## src/rtl/pipe_ctrl.sv

```systemverilog
// ---------------------------------------------------------------------------
// pipe_ctrl -- stall/flush sequencer for the 5-stage pipeline
//
// Generates the load enables for the PC, FD, DX, XM and MW pipeline
// registers and the bubble-insert (flush) controls for FD, DX and XM.
// Four hazards are resolved under one priority order:
//   data-memory stall > taken branch > load-use > instruction-memory stall
// A HALT in writeback stops the pipeline until reset. A data access that
// stays outstanding too long stops it with a sticky error.
//
// Ports
//   clk, rst                  clock, synchronous active-high reset
//   FD_rs, FD_rt              decode source registers
//   FD_useRs, FD_useRt        decode instruction reads that source
//   DX_rd, DX_memRead         execute destination register / is a load
//   branchTaken               execute stage redirect
//   imemStall                 fetch not ready this cycle
//   XM_memRead, XM_memWrite   memory-stage load / store
//   dmemDone                  data access complete
//   halt                      HALT in writeback
//   pc_en, FD_en .. MW_en     register load enables
//   FD_flush .. XM_flush      load a bubble into that register
//   dmem_req                  one-cycle data access start strobe
//   halted, err               sticky stop indications
//   stall_cnt, flush_cnt      statistics counters
//
// Optional feature macro: PIPE_CTRL_STATS_EN
//   defined   : stall_cnt / flush_cnt count stall cycles and redirects,
//               saturating at 16'hFFFF
//   undefined : both read as 0 and no counter flops exist
//
// Handshake note: dmem_req is a start strobe, high only in the RUN cycle
// in which a memory-stage access is seen. dmemDone may be high in that
// same cycle (zero-wait access) or in any later cycle; the access is
// complete in the first cycle dmemDone is sampled high.
// ---------------------------------------------------------------------------
module pipe_ctrl #(
    parameter int MEM_TIMEOUT = 15,
    parameter int CNT_W       = 8
) (
    input  logic        clk,
    input  logic        rst,
    input  logic [2:0]  FD_rs,
    input  logic [2:0]  FD_rt,
    input  logic        FD_useRs,
    input  logic        FD_useRt,
    input  logic [2:0]  DX_rd,
    input  logic        DX_memRead,
    input  logic        branchTaken,
    input  logic        imemStall,
    input  logic        XM_memRead,
    input  logic        XM_memWrite,
    input  logic        dmemDone,
    input  logic        halt,
    output logic        pc_en,
    output logic        FD_en,
    output logic        DX_en,
    output logic        XM_en,
    output logic        MW_en,
    output logic        FD_flush,
    output logic        DX_flush,
    output logic        XM_flush,
    output logic        dmem_req,
    output logic        halted,
    output logic        err,
    output logic [15:0] stall_cnt,
    output logic [15:0] flush_cnt
);

    typedef enum logic [1:0] {
        S_RUN    = 2'd0,
        S_DWAIT  = 2'd1,
        S_HALTED = 2'd2,
        S_ERR    = 2'd3
    } state_t;

    localparam logic [CNT_W-1:0] TIMEOUT_C = CNT_W'(MEM_TIMEOUT);

    state_t           state_q, state_d;
    logic [CNT_W-1:0] wd_q, wd_d;

    logic load_use;
    logic mem_access;

    // R0 is a real register, so a destination of 0 still creates a hazard.
    assign load_use = DX_memRead &&
                      ((FD_useRs && (FD_rs == DX_rd)) ||
                       (FD_useRt && (FD_rt == DX_rd)));

    assign mem_access = XM_memRead | XM_memWrite;

    always_comb begin
        pc_en    = 1'b0;
        FD_en    = 1'b0;
        DX_en    = 1'b0;
        XM_en    = 1'b0;
        MW_en    = 1'b0;
        FD_flush = 1'b0;
        DX_flush = 1'b0;
        XM_flush = 1'b0;
        dmem_req = 1'b0;
        state_d  = state_q;
        wd_d     = wd_q;

        if (!rst) begin
            unique case (state_q)
                S_RUN: begin
                    if (halt) begin
                        state_d = S_HALTED;
                    end else begin
                        dmem_req = mem_access;
                        if (mem_access && !dmemDone) begin
                            // Whole pipeline freezes, including the request cycle.
                            state_d = S_DWAIT;
                            wd_d    = CNT_W'(1);
                        end else begin
                            pc_en = 1'b1;
                            FD_en = 1'b1;
                            DX_en = 1'b1;
                            XM_en = 1'b1;
                            MW_en = 1'b1;
                            if (branchTaken) begin
                                // Target loads into PC; squash the two wrong-path instrs.
                                FD_flush = 1'b1;
                                DX_flush = 1'b1;
                            end else if (load_use) begin
                                // Hold PC/FD, one bubble into DX; clears itself next cycle.
                                pc_en    = 1'b0;
                                FD_en    = 1'b0;
                                DX_flush = 1'b1;
                            end else if (imemStall) begin
                                pc_en    = 1'b0;
                                FD_flush = 1'b1;
                            end
                        end
                    end
                end
                S_DWAIT: begin
                    if (halt) begin
                        state_d = S_HALTED;
                        wd_d    = '0;
                    end else if (dmemDone) begin
                        // Release this cycle; frozen hazards are re-evaluated in RUN.
                        pc_en   = 1'b1;
                        FD_en   = 1'b1;
                        DX_en   = 1'b1;
                        XM_en   = 1'b1;
                        MW_en   = 1'b1;
                        state_d = S_RUN;
                        wd_d    = '0;
                    end else if (wd_q == TIMEOUT_C) begin
                        state_d = S_ERR;
                    end else begin
                        wd_d = wd_q + CNT_W'(1);
                    end
                end
                default: begin
                    // HALTED and ERR hold everything off until reset.
                end
            endcase
        end
    end

    always_ff @(posedge clk) begin
        if (rst) begin
            state_q <= S_RUN;
            wd_q    <= '0;
        end else begin
            state_q <= state_d;
            wd_q    <= wd_d;
        end
    end

    assign halted = (state_q == S_HALTED);
    assign err    = (state_q == S_ERR);

`ifdef PIPE_CTRL_STATS_EN
    logic [15:0] stall_cnt_q;
    logic [15:0] flush_cnt_q;
    logic        redirect;

    // Only a taken branch raises pc_en together with FD_flush.
    assign redirect = pc_en & FD_flush;

    always_ff @(posedge clk) begin
        if (rst) begin
            stall_cnt_q <= '0;
            flush_cnt_q <= '0;
        end else begin
            if ((state_q == S_RUN || state_q == S_DWAIT) && !pc_en &&
                (stall_cnt_q != 16'hFFFF)) begin
                stall_cnt_q <= stall_cnt_q + 16'd1;
            end
            if (redirect && (flush_cnt_q != 16'hFFFF)) begin
                flush_cnt_q <= flush_cnt_q + 16'd1;
            end
        end
    end

    assign stall_cnt = stall_cnt_q;
    assign flush_cnt = flush_cnt_q;
`else
    assign stall_cnt = 16'd0;
    assign flush_cnt = 16'd0;
`endif

endmodule

```

## config.mk

```make
export PLATFORM = sky130hd
export DESIGN_NAME = pipe_ctrl
export DESIGN_NICKNAME = d
export VERILOG_FILES = /design/src/rtl/pipe_ctrl.sv
export SDC_FILE = /design/constraint.sdc
export NUM_CORES = 1
export LEC_CHECK = 0
export CORE_ASPECT_RATIO = 0.6
export CORE_UTILIZATION = 40
export DETAILED_ROUTE_END_ITERATION = 6
export GPL_ROUTABILITY_DRIVEN = 1
export PLACE_DENSITY = 0.91
export REMOVE_ABC_BUFFERS = 1
export SLEW_MARGIN = 5
export SYNTH_ARGS = -nofsm -noshare
export SYNTH_HDL_FRONTEND = slang
export SYNTH_SLANG_ARGS = --single-unit
```

## constraint.sdc

```tcl
create_clock -name clk -period 5.3 [get_ports clk]
set_input_delay 0.53 -clock clk [delete_from_list [all_inputs] [get_ports clk]]
set_output_delay 0.53 -clock clk [all_outputs]
set_load 0.005 [all_outputs]
```

======== After elaboration in Yosys (flattened, before gate mapping) ========
Index checks and enable logic that the tools add are counted.
word-level totals
  flip-flop bits (word level) ............. 10
  bits of input ports ..................... 20
  logic and storage cells ................. 72
operators by class
  add/subtract/negate cells ............... 1
  equality and inequality tests ........... 11
  muxes and demuxes ....................... 47
  bitwise operators ....................... 1
  reductions and logical operators ........ 10
operators with widths
  kind                                                              count
  8-bit two-way mux                                                 5
  1-bit two-way mux                                                 32
  8-bit case mux with 2 select lines                                1
  2-bit two-way mux                                                 5
  8-bit by 1-bit adder with 8-bit output (second input constant)    1
  8-bit by 4-bit == test with 1-bit output (second input constant)  1
  4-bit inequality test (second input constant)                     2
  3-bit == test                                                     2
  1-bit case mux with 2 select lines                                3
  2-bit == test (second input constant)                             2
  1-bit logical AND                                                 4
  2-bit inequality test (second input constant)                     2
  2-bit case mux with 2 select lines                                1
  4-bit AND reduction                                               1
  3-bit inequality test (second input constant)                     1
  3-bit AND reduction                                               1
  2-bit by 1-bit == test with 1-bit output (second input constant)  1
  2-bit zero test                                                   1
  2-bit nonzero test                                                1
  1-bit zero test                                                   1
  1-bit logical OR                                                  1
  1-bit OR                                                          1

======== Longest topological paths before layout ========
Gate-level depths: netlist (run 1).
  depth after elaboration ................. 10
  depth in mapped cells ................... 6
  gate-level depth less buffers ........... 5

======== Least setup slack after synthesis (run 1) ========
No wires, ideal clock.
  kind .................................... flip-flop to flip-flop
  start point ............................. register wd_q[4]
  end point ............................... register wd_q[2]
  arrival ................................. 1.823 ns
  required time ........................... 5.181 ns
  slack ................................... 3.358 ns
  stages on the path, launching flop included .. 6
  cells stage by stage .................... dfxtp_1 or4_4 or4_4 buf_6 and4_4 o221a_1
on the way
  word-level cells in the longest chain between the ends .. 3
ends and longest elaborated chain
  element                                   line  source
  start: declaration                        80    logic [CNT_W-1:0] wd_q, wd_d;
  start signal: assignment                  170   wd_q <= wd_d;
  8-bit by 4-bit == test with 1-bit output  151   end else if (wd_q == TIMEOUT_C) begin
  4-bit inequality test (no source line)    n/a
  4-bit AND reduction (no source line)      n/a
No other way between the ends.
A chain may end at the register's enable or synchronous reset.

======== Worst setup path after layout (run 1) ========
  start point ............................. input port rst
  end point ............................... output port pc_en
on the way
  word-level cells in the longest chain between the ends .. 1
ends and longest elaborated chain
  element             line  source
  start: declaration  42    input logic rst,
  1-bit two-way mux   105   if (!rst) begin
  end: declaration    55    output logic pc_en,
No other way between the ends.

==> flow_summary.json, run 1 <==
{
  "overflow": 0,
  "skew_ps": 1.54,
  "grtUsageTotal_pct": 18.1,
  "fp.dieArea_mm2": 0.00287,
  "ioPinCount": 63,
  "cts_resized": 0,
  "min_path_cells": 1,
  "clock_sinks": 10,
  "async_reset_ff_share_pct": 0,
  "crit_type": "input port to output pin",
  "synth-seq-cells": 10,
  "routedWlPerCell_um": 11.9,
  "powerDensity_mw_per_mm2": 181,
  "clk_latency_ps": 230,
  "nets": 182,
  "antenna_left": 0,
  "rsz0062_at_grt": "false",
  "power_leakage_nw": 0.487,
  "syn_area_per_cell_um2": 7.81,
  "cts_setup_buffers": 0,
  "synthesis.area_mm2": 0.00106,
  "setup_tns_ps": 0,
  "final-setup-viol-count": 0,
  "finalHoldViolCount": 0,
  "multiInputGateArea_um2": 652,
  "fmax_mhz": 329,
  "clockRootBuffer": "clkbuf_8",
  "dieWidth_um": 68.5,
  "regToRegSetupSlack_ps": 3300,
  "slew_headroom_pct": 49.5,
  "drv_slew": 0,
  "rows": 14,
  "antenna_found_initial": 0,
  "cp.required_ps": 4770,
  "min_path_type": "flop to flop",
  "peakVddDrop_v": 0.000145,
  "yosys.area.top_type": "buf_4",
  "critPathSlowestCell": "clkdlybuf4s50_1",
  "critPathMaxStageDelay_ps": 540,
  "diodes": 0,
  "period_minus_slack_ps": 3040,
  "reg2regPathDepth": 4,
  "cts_tree": "yes",
  "postCtsHoldBufs": 0,
  "utilization_pct": 50.9,
  "path_clk_slew_ps": 50,
  "drc": 0,
  "n_fill_cell": 247,
  "cts_buffer_depth": 2,
  "grt_first_pass_wirelength_mm": 3.85,
  "grt_pass1_vias": 825,
  "r2r-start": "wd_q[4]",
  "cp-start-kind": "input port",
  "regArea_um2": 200,
  "cp_max_fo": 11,
  "yosys_warnings": 0,
  "period_share_pct": 57.4,
  "drive_gt1_share_pct": 6.88,
  "ys.flop_type": "dfxtp_1",
  "portBuffers": 29,
  "synthMostInstantiatedCell": "buf_4",
  "start_util_pct": 42.4,
  "netlist_top_cells_area": "buf_4 25%, dfxtp_1 19%, o211ai_1 4.9%",
  "hpwl_mm": 1.94,
  "dr.first_iter.drc_count": 25,
  "core_area_mm2": 0.00250,
  "endpoint_kind": "output pin",
  "seq_area_frac_synth_pct": 18.8,
  "cp_common_cell": "clkdlybuf4s50_1",
  "die_y_um": 41.9,
  "gp_congestion": 0.842,
  "area_growth_pct": 20.0,
  "hold_end": "wd_q[7]",
  "cts_buffers": 3,
  "cts_max_level": 1,
  "via_per_inst": 4.85,
  "maxCapViolCount": 0,
  "synth-edff-count": 0,
  "synth_cells": 136,
  "drt_pass1_iterations": 4,
  "ys_types": 39,
  "wl_mm": 2.28,
  "worstHoldStart": "wd_q[7]",
  "vias": 932,
  "synth_top_area_share_pct": 24.7,
  "arrival_ps": 2510,
  "crit_chain": "clkdlybuf4s50_1 > inv_1 > o211ai_1 > or2_2 > o22ai_1 > clkdlybuf4s50_1",
  "status": "completed",
  "synthTopCellsByCount": "35 x buf_4, 10 x dfxtp_1, 10 x inv_1, 7 x o211ai_1, 6 x xnor2_1",
  "r2r_end": "wd_q[2]",
  "worst_pin_slew_ps": 753,
  "grt_max_degree": 20
}
critical path: cells and delay by family:
kind | cells | cell delay (ps)
buffers and inverters | 3 | 1320
AND/OR/NAND/NOR | 1 | 310
AO/OA/AOI/OAI | 2 | 350
metal layers:
| metal | global-route usage (%) | up-vias | share of wire, % |
|---|---|---|---|
| met2 | 23.5 | 28 | 40 |
| met3 | 6.04 | 0 | 6.1 |
| met4 | 0 | 0 | 0 |
| met1 | 29.5 | 438 | 53 |
| met5 | 0 | - | 0 |
| li1 | - | 466 | - |
cells by family (layout without fill, tap and decap cells):
kind of cell	after synthesis	after routing	synth area share, %
adder cells (fa/ha/maj)	1	1	1.18
XOR/XNOR	6	6	4.95
buffers and inverters	51	43	31.1
AO/OA/AOI/OAI	36	36	25.1
flip-flops	10	10	18.8
AND/OR/NAND/NOR	28	28	15.7
multiplexers	3	3	2.83
other	1	33	0.353
sequential cells by signal, indices dropped and copies added (netlist names):
| register | count |
|---|---|
| wd_q | 8 |
| state_q | 2 |
cell usage in the layout (no fill, tap or decap), drive strengths merged, types with 4 or more instances in the layout:
cell type,count
conb,33
clkdlybuf4s50,29
inv,10
dfxtp,10
o211ai,7
xnor2,6
nor2,5
nand2,5
o21a,4
o21ai,4
a31oi,4
clkbuf,4
how the worst max path moves through the flow:
stage / from / to / slack, ps / cells past startpoint
2_1_floorplan: dmemDone / wd_q[6] / 3390 / 4
3_3_place_gp: rst / pc_en / 2370 / 6
3_5_place_dp: rst / pc_en / 2270 / 6
4_1_cts: rst / pc_en / 2260 / 6
5_1_grt: rst / pc_en / 2080 / 6
6_report: rst / pc_en / 2260 / 6
through the flow:
step / instance area [um^2] / power (mW) / setup slack, ps / std cells / hold slack, ps
CTS: 1270 / 0.233 / 2260 / 192 / 480
global route: 1270 / 0.245 / 2080 / 192 / 517
floorplan: 890 / 0.108 / 3390 / 127 / 438
global placement: 1220 / 0.136 / 2370 / 188 / 464
detailed placement: 1220 / 0.137 / 2270 / 188 / 472
finish: 1270 / 0.230 / 2260 / 192 / 471
report_power, final:
group | internal (mW) | switching (mW)
registers | 0.0772 | 0.00468
clock network | 0.0651 | 0.0282
logic | 0.0288 | 0.0261
total | 0.171 | 0.0590
final cells by class:
class	count	area share (%)
clock buffer	4	4.32
tap	32	3.14
multi-input combinational	107	51.1
inverter	10	2.94
timing repair buffer	29	22.8
sequential	10	15.7
Power figures use the tool's default switching activity.
==> run 2: changes to the inputs <==
--- a/config.mk
+++ b/config.mk
@@ -6,10 +6,10 @@
 export NUM_CORES = 1
 export LEC_CHECK = 0
 export CORE_ASPECT_RATIO = 0.6
-export CORE_UTILIZATION = 40
+export CORE_UTILIZATION = 38
 export DETAILED_ROUTE_END_ITERATION = 6
 export GPL_ROUTABILITY_DRIVEN = 1
-export PLACE_DENSITY = 0.91
+export PLACE_DENSITY = 0.87
 export REMOVE_ABC_BUFFERS = 1
 export SLEW_MARGIN = 5
 export SYNTH_ARGS = -nofsm -noshare
==> constraint.sdc (replaced) <==
create_clock -name clk -period 2.9 [get_ports clk]
set_input_delay 0.29 -clock clk [delete_from_list [all_inputs] [get_ports clk]]
set_output_delay 0.29 -clock clk [all_outputs]
set_load 0.005 [all_outputs]
==> run 2 against run 1 <==
  * Register-to-register slack got worse by 2400 ps
  * Critical endpoint unchanged
  * Largest power group is now registers
  * Design area is essentially flat
  * Setup slack worse by 1900 ps
  * Via count decreased by 3.6%
==> flow_summary.json, run 2 (same netlist as run 1, synthesis figures left out) <==
{
  "grt_pass1_vias": 751,
  "grt_max_degree": 19,
  "power.switching_mw": 0.103,
  "final_cells": 193,
  "intPower_mw": 0.287,
  "dieWidth_um": 70.3,
  "die_y_um": 43.0,
  "fin_area_mm2": 0.00128,
  "min_path_type": "flop to flop",
  "wl_mm": 2.35,
  "antenna_found_initial": 0,
  "setup_tns_ps": 0,
  "grtUsageTotal_pct": 16.1,
  "crit_chain": "clkdlybuf4s50_1 > inv_1 > o211ai_1 > or2_2 > o22ai_1 > clkdlybuf4s50_1",
  "utilization_pct": 49.6,
  "dp_cells": 190,
  "status": "completed",
  "routedWlPerCell_um": 12.2,
  "postCtsHoldBufs": 0,
  "rows": 14,
  "final-setup-viol-count": 0,
  "gr-usage-met3_pct": 4.99,
  "top_regs": "wd_q x8, state_q x2",
  "cp_common_cell": "clkdlybuf4s50_1",
  "final_common_cell": "conb_1",
  "grt_use_met2_pct": 21.0,
  "cp-start-kind": "input port",
  "final_cell_mix": "33 x conb_1, 29 x clkdlybuf4s50_1, 10 x inv_1, 10 x dfxtp_1, 7 x o211ai_1",
  "drc": 0,
  "critPathMaxStageDelay_ps": 540,
  "grt_first_pass_wirelength_mm": 3.70,
  "drive_gt1_share_pct": 7.45,
  "drt_pass1_iterations": 4,
  "vias": 898,
  "hpwl_mm": 2.04,
  "portBuffers": 29,
  "nets": 184,
  "top_register": "wd_q",
  "hold_slack_ps": 472,
  "clockRootBuffer": "clkbuf_8",
  "place_area_mm2": 0.00123,
  "slew_headroom_pct": 62.4,
  "antenna_left": 0,
  "largest_reg_flops": 8,
  "p_sw_share_pct": 26.5,
  "cts_tree": "yes",
  "peakVddDrop_v": 0.000237,
  "cts_max_level": 1,
  "comb_power_share_pct": 27.9,
  "critPathSlowestCell": "clkdlybuf4s50_1",
  "cp.required_ps": 2610,
  "total_power_mw": 0.390,
  "period_minus_slack_ps": 2540,
  "layout_setup_ws_ps": 364,
  "cp_max_fo": 11,
  "skew_ps": 2.51,
  "drv_slew": 0,
  "maxCapViolCount": 0,
  "top_usage_layer": "met1",
  "powerDensity_mw_per_mm2": 306,
  "arrival_ps": 2250,
  "area_growth_pct": 20.1,
  "cts_buffers": 3,
  "endpoint_kind": "output pin",
  "place_ws_ps": 384,
  "fmax_mhz": 394,
  "clk_latency_ps": 230,
  "cts_setup_buffers": 0,
  "worst_pin_slew_ps": 559,
  "start_util_pct": 41.3,
  "diodes": 0,
  "fp.dieArea_mm2": 0.00302,
  "overflow": 0,
  "ioPinCount": 63,
  "cts_resized": 0,
  "seq_power_share_pct": 37.3,
  "via_per_inst": 4.65,
  "cts_buffer_depth": 2,
  "core_area_mm2": 0.00257,
  "power_leakage_nw": 0.490,
  "path_clk_slew_ps": 40,
  "finalHoldViolCount": 0,
  "clock_sinks": 10,
  "period_share_pct": 87.4,
  "gp_congestion": 0.789,
  "gr-usage-met1_pct": 26.0,
  "crit_type": "input port to output pin",
  "rsz0062_at_grt": "false",
  "clock_power_share_pct": 34.8,
  "dr.first_iter.drc_count": 40
}
==> run 2: metal layers <==
| layer | share of wire, % | wire, um |
|---|---|---|
| met1 | 56 | 1320 |
| met2 | 40 | 934 |
| met3 | 4.0 | 95 |
| met4 | 0 | 0 |
| met5 | 0 | 0 |
==> run 2: area by class of cell <==
type                       instances  area (um^2)
sequential                        10          200
inverter                          10         37.5
clock buffer                       3         41.3
fill                             248         1300
timing repair buffer              31          305
multi-input combinational        107          652
tap                               32         40.0
==> run 2: critical path, delay by kind of cell <==
family | cells | cell delay, ps
AND/OR/NAND/NOR | 1 | 310
buffers and inverters | 3 | 1300
AO/OA/AOI/OAI | 2 | 340
==> run 2: power groups by stage <==
stage	combinational (mW)	sequential [mW]	clock, mW
finish	0.109	0.146	0.136
global route	0.120	0.146	0.153
CTS	0.107	0.145	0.144
detailed placement	0.107	0.148	0
global placement	0.105	0.148	0
floorplan	0.0480	0.150	0
==> run 2: worst paths after layout <==
path | depth (start not counted) | to | slack (ps) | from
worst max-delay path | 6 | pc_en | 360 | rst
worst min-delay path | 1 | wd_q[7] | 470 | wd_q[7]
worst max register to register | 4 | wd_q[2] | 890 | wd_q[4]
worst min register to register | 1 | wd_q[7] | 470 | wd_q[7]
==> RTL change, RTL diff (config.mk and constraints of run 2) <==
Set the parameter `CNT_W` to 10 (it was 8).
--- a/src/rtl/pipe_ctrl.sv
+++ b/src/rtl/pipe_ctrl.sv
@@ -36,7 +36,7 @@
 // ---------------------------------------------------------------------------
 module pipe_ctrl #(
     parameter int MEM_TIMEOUT = 15,
-    parameter int CNT_W       = 8
+    parameter int CNT_W       = 10
 ) (
     input  logic        clk,
     input  logic        rst,
Formal check against the unedited RTL: same outputs for any inputs over 10 cycles, from zero or initial values and one cycle with rst high; that may be too few to reach the edited logic, so the function may still have changed.
==> RTL change against run 2 <==
Cell area is 9.6% higher; die area up 9.6%; core utilization shrank 1.2 points; global-route usage shrank 0.15 points; cell count increased by 12%; wire length up 12%; count of clock-buffer cells in the layout stayed put; area after synthesis grew 10%; clock skew grew 0.00061 ns; total power rose by 13%; setup slack improved by 0.083 ns; sequential cell count rose by 2; clock power up 13%; critical endpoint unchanged.
==> RTL change: results (changes against run 2) <==
Outcome
  • Result of the run: finished clean

Clock tree
  • Post CTS Setup Buffer Count: 0 (unchanged)
  • Clock transition at the register clock pins on the worst setup and hold paths after CTS: 0.05 ns

Yosys
  • Most frequent cells after synthesis: buf_4, dfxtp_1, nand3_1, a21oi_1
  • Distinct cell type count of the synthesized netlist: 39 (unchanged)
  • Average cell area after synthesis: 7.79 um^2 (-0.26%)
  • Biggest area contributors in the synthesized netlist: buf_4, dfxtp_1, mux2i_1
  • Sequential share of the synthesized area: 0.206 (+0.0171)

Worst setup path
  • Delay of the slowest cell on the worst path: 0.52 ns (-0.02 ns)
  • Data arrival time of the worst path: 2.16 ns (-0.09 ns)
  • Source of the critical timing path: XM_memWrite
  • Flop-to-flop setup slack: 1.10 ns (+0.21 ns)
  • R2R Path Start: state_q[0]

Detailed routing
  • Vias after detailed routing: 1051 (+17%)
  • Detailed-routing iteration count for the pre-antenna-repair pass: 6 (+2)
  • Post-route DRC violation count: 0 (unchanged)
  • Initial DRC count: 61 (+53%)
  • Routed len/inst: 12.1 um (-0.74%)
  • Routed wire length: 2.63 mm (+12%)

Cells and area
  • Final-stage net count: 198 (+7.6%)
  • Registers with the most flip-flops: wd_q x10, state_q x2
  • Share of layout cells above drive strength 1: 0.0743 (-0.000248)

Placed design
  • Count of placed standard cells including taps: 214 (+13%)
  • Total half-perimeter wirelength after legalization and detailed placement: 2.09 mm (+2.6%)
  • Final weighted congestion in routability-driven placement: 0.812 (+2.9%)
  • Placed instance area: 1360 um^2 (+9.9%)

Worst hold path
  • Hold Crit Start: wd_q[1]

Power and ir drop
  • Total leakage power: 0.000525 uW (+7.0%)
  • Cell internal power dissipation: 316 uW (+10%)
  • Peak supply drop: 213 uV (-10%)

Timing
  • Layout Skew: 0.00312 ns (+0.000610 ns)
  • Hold_ws: 0.498 ns (+0.0262 ns)

GRT
  • Vias in the first global route: 841 (+12%)
  • Wire length of the first global-routing pass: 3.95 mm (+6.7%)
  • Overall fraction of global-route tracks in use: 0.159 (-0.00149)
==> RTL change: cell types whose count changed after synthesis, sizes merged, moves of 4 or more <==
cell / delta
a21oi: +4
nor4: +7
nand3b: +6
nand3: +7
o211ai: -7
inv: -5
==> RTL change: path summary, 6_finish.rpt <==
| check | cells after the start | endpoint |
|---|---|---|
| worst max-delay path | 6 | pc_en |
| worst min-delay path | 2 | wd_q[1] |
| worst max register to register | 4 | wd_q[0] |
| worst min register to register | 2 | wd_q[1] |
==> RTL change: power groups by stage <==
| stage | registers [uW] | logic (uW) | clock network (uW) |
|---|---|---|---|
| 2_1_floorplan | 176 | 52.1 | 0 |
| 3_3_place_gp | 178 | 107 | 0 |
| 3_5_place_dp | 178 | 109 | 0 |
| 4_1_cts | 175 | 109 | 152 |
| 5_1_grt | 176 | 123 | 163 |
| 6_report | 175 | 110 | 153 |
==> RTL change: area by class of cell <==
type | instances | area [um^2]
Multi-Input combinational cell | 124 | 741
Tap cell | 42 | 52.6
Fill cell | 277 | 1490
Inverter | 5 | 18.8
Clock buffer | 3 | 41.3
Timing Repair Buffer | 31 | 305
Sequential cell | 12 | 240
==> RTL change: tightest hold or removal path, cell delays in order (launching register included) <==
cell	delay [ns]
dfxtp_1	0.32
o31ai_1	0.07
a21oi_1	0.06
==> RTL change: through the flow <==
step | power [uW] | worst slack, ns
3_5_place_dp | 287 | 0.459
4_1_cts | 436 | 0.446
2_1_floorplan | 228 | 1.28
5_1_grt | 462 | 0.337
3_3_place_gp | 285 | 0.486
6_report | 439 | 0.447
==> RTL change: cell families after synthesis <==
group | after synthesis | synth area share
AO/OA/AOI/OAI | 22 | 0.119
other | 1 | 0.00321
multiplexers | 6 | 0.0514
flip-flops | 12 | 0.206
AND/OR/NAND/NOR | 56 | 0.302
adder cells (fa/ha/maj) | 1 | 0.0107
buffers and inverters | 46 | 0.263
XOR/XNOR | 6 | 0.0450
==> RTL change: layer usage <==
metal  vias to the layer above  wire length, um  GRT usage
met5                         -                0          0
met2                        33             1040      0.213
met4                         0               34     0.0269
li1                        525                -          -
met1                       489             1390      0.243
met3                         4              163     0.0558
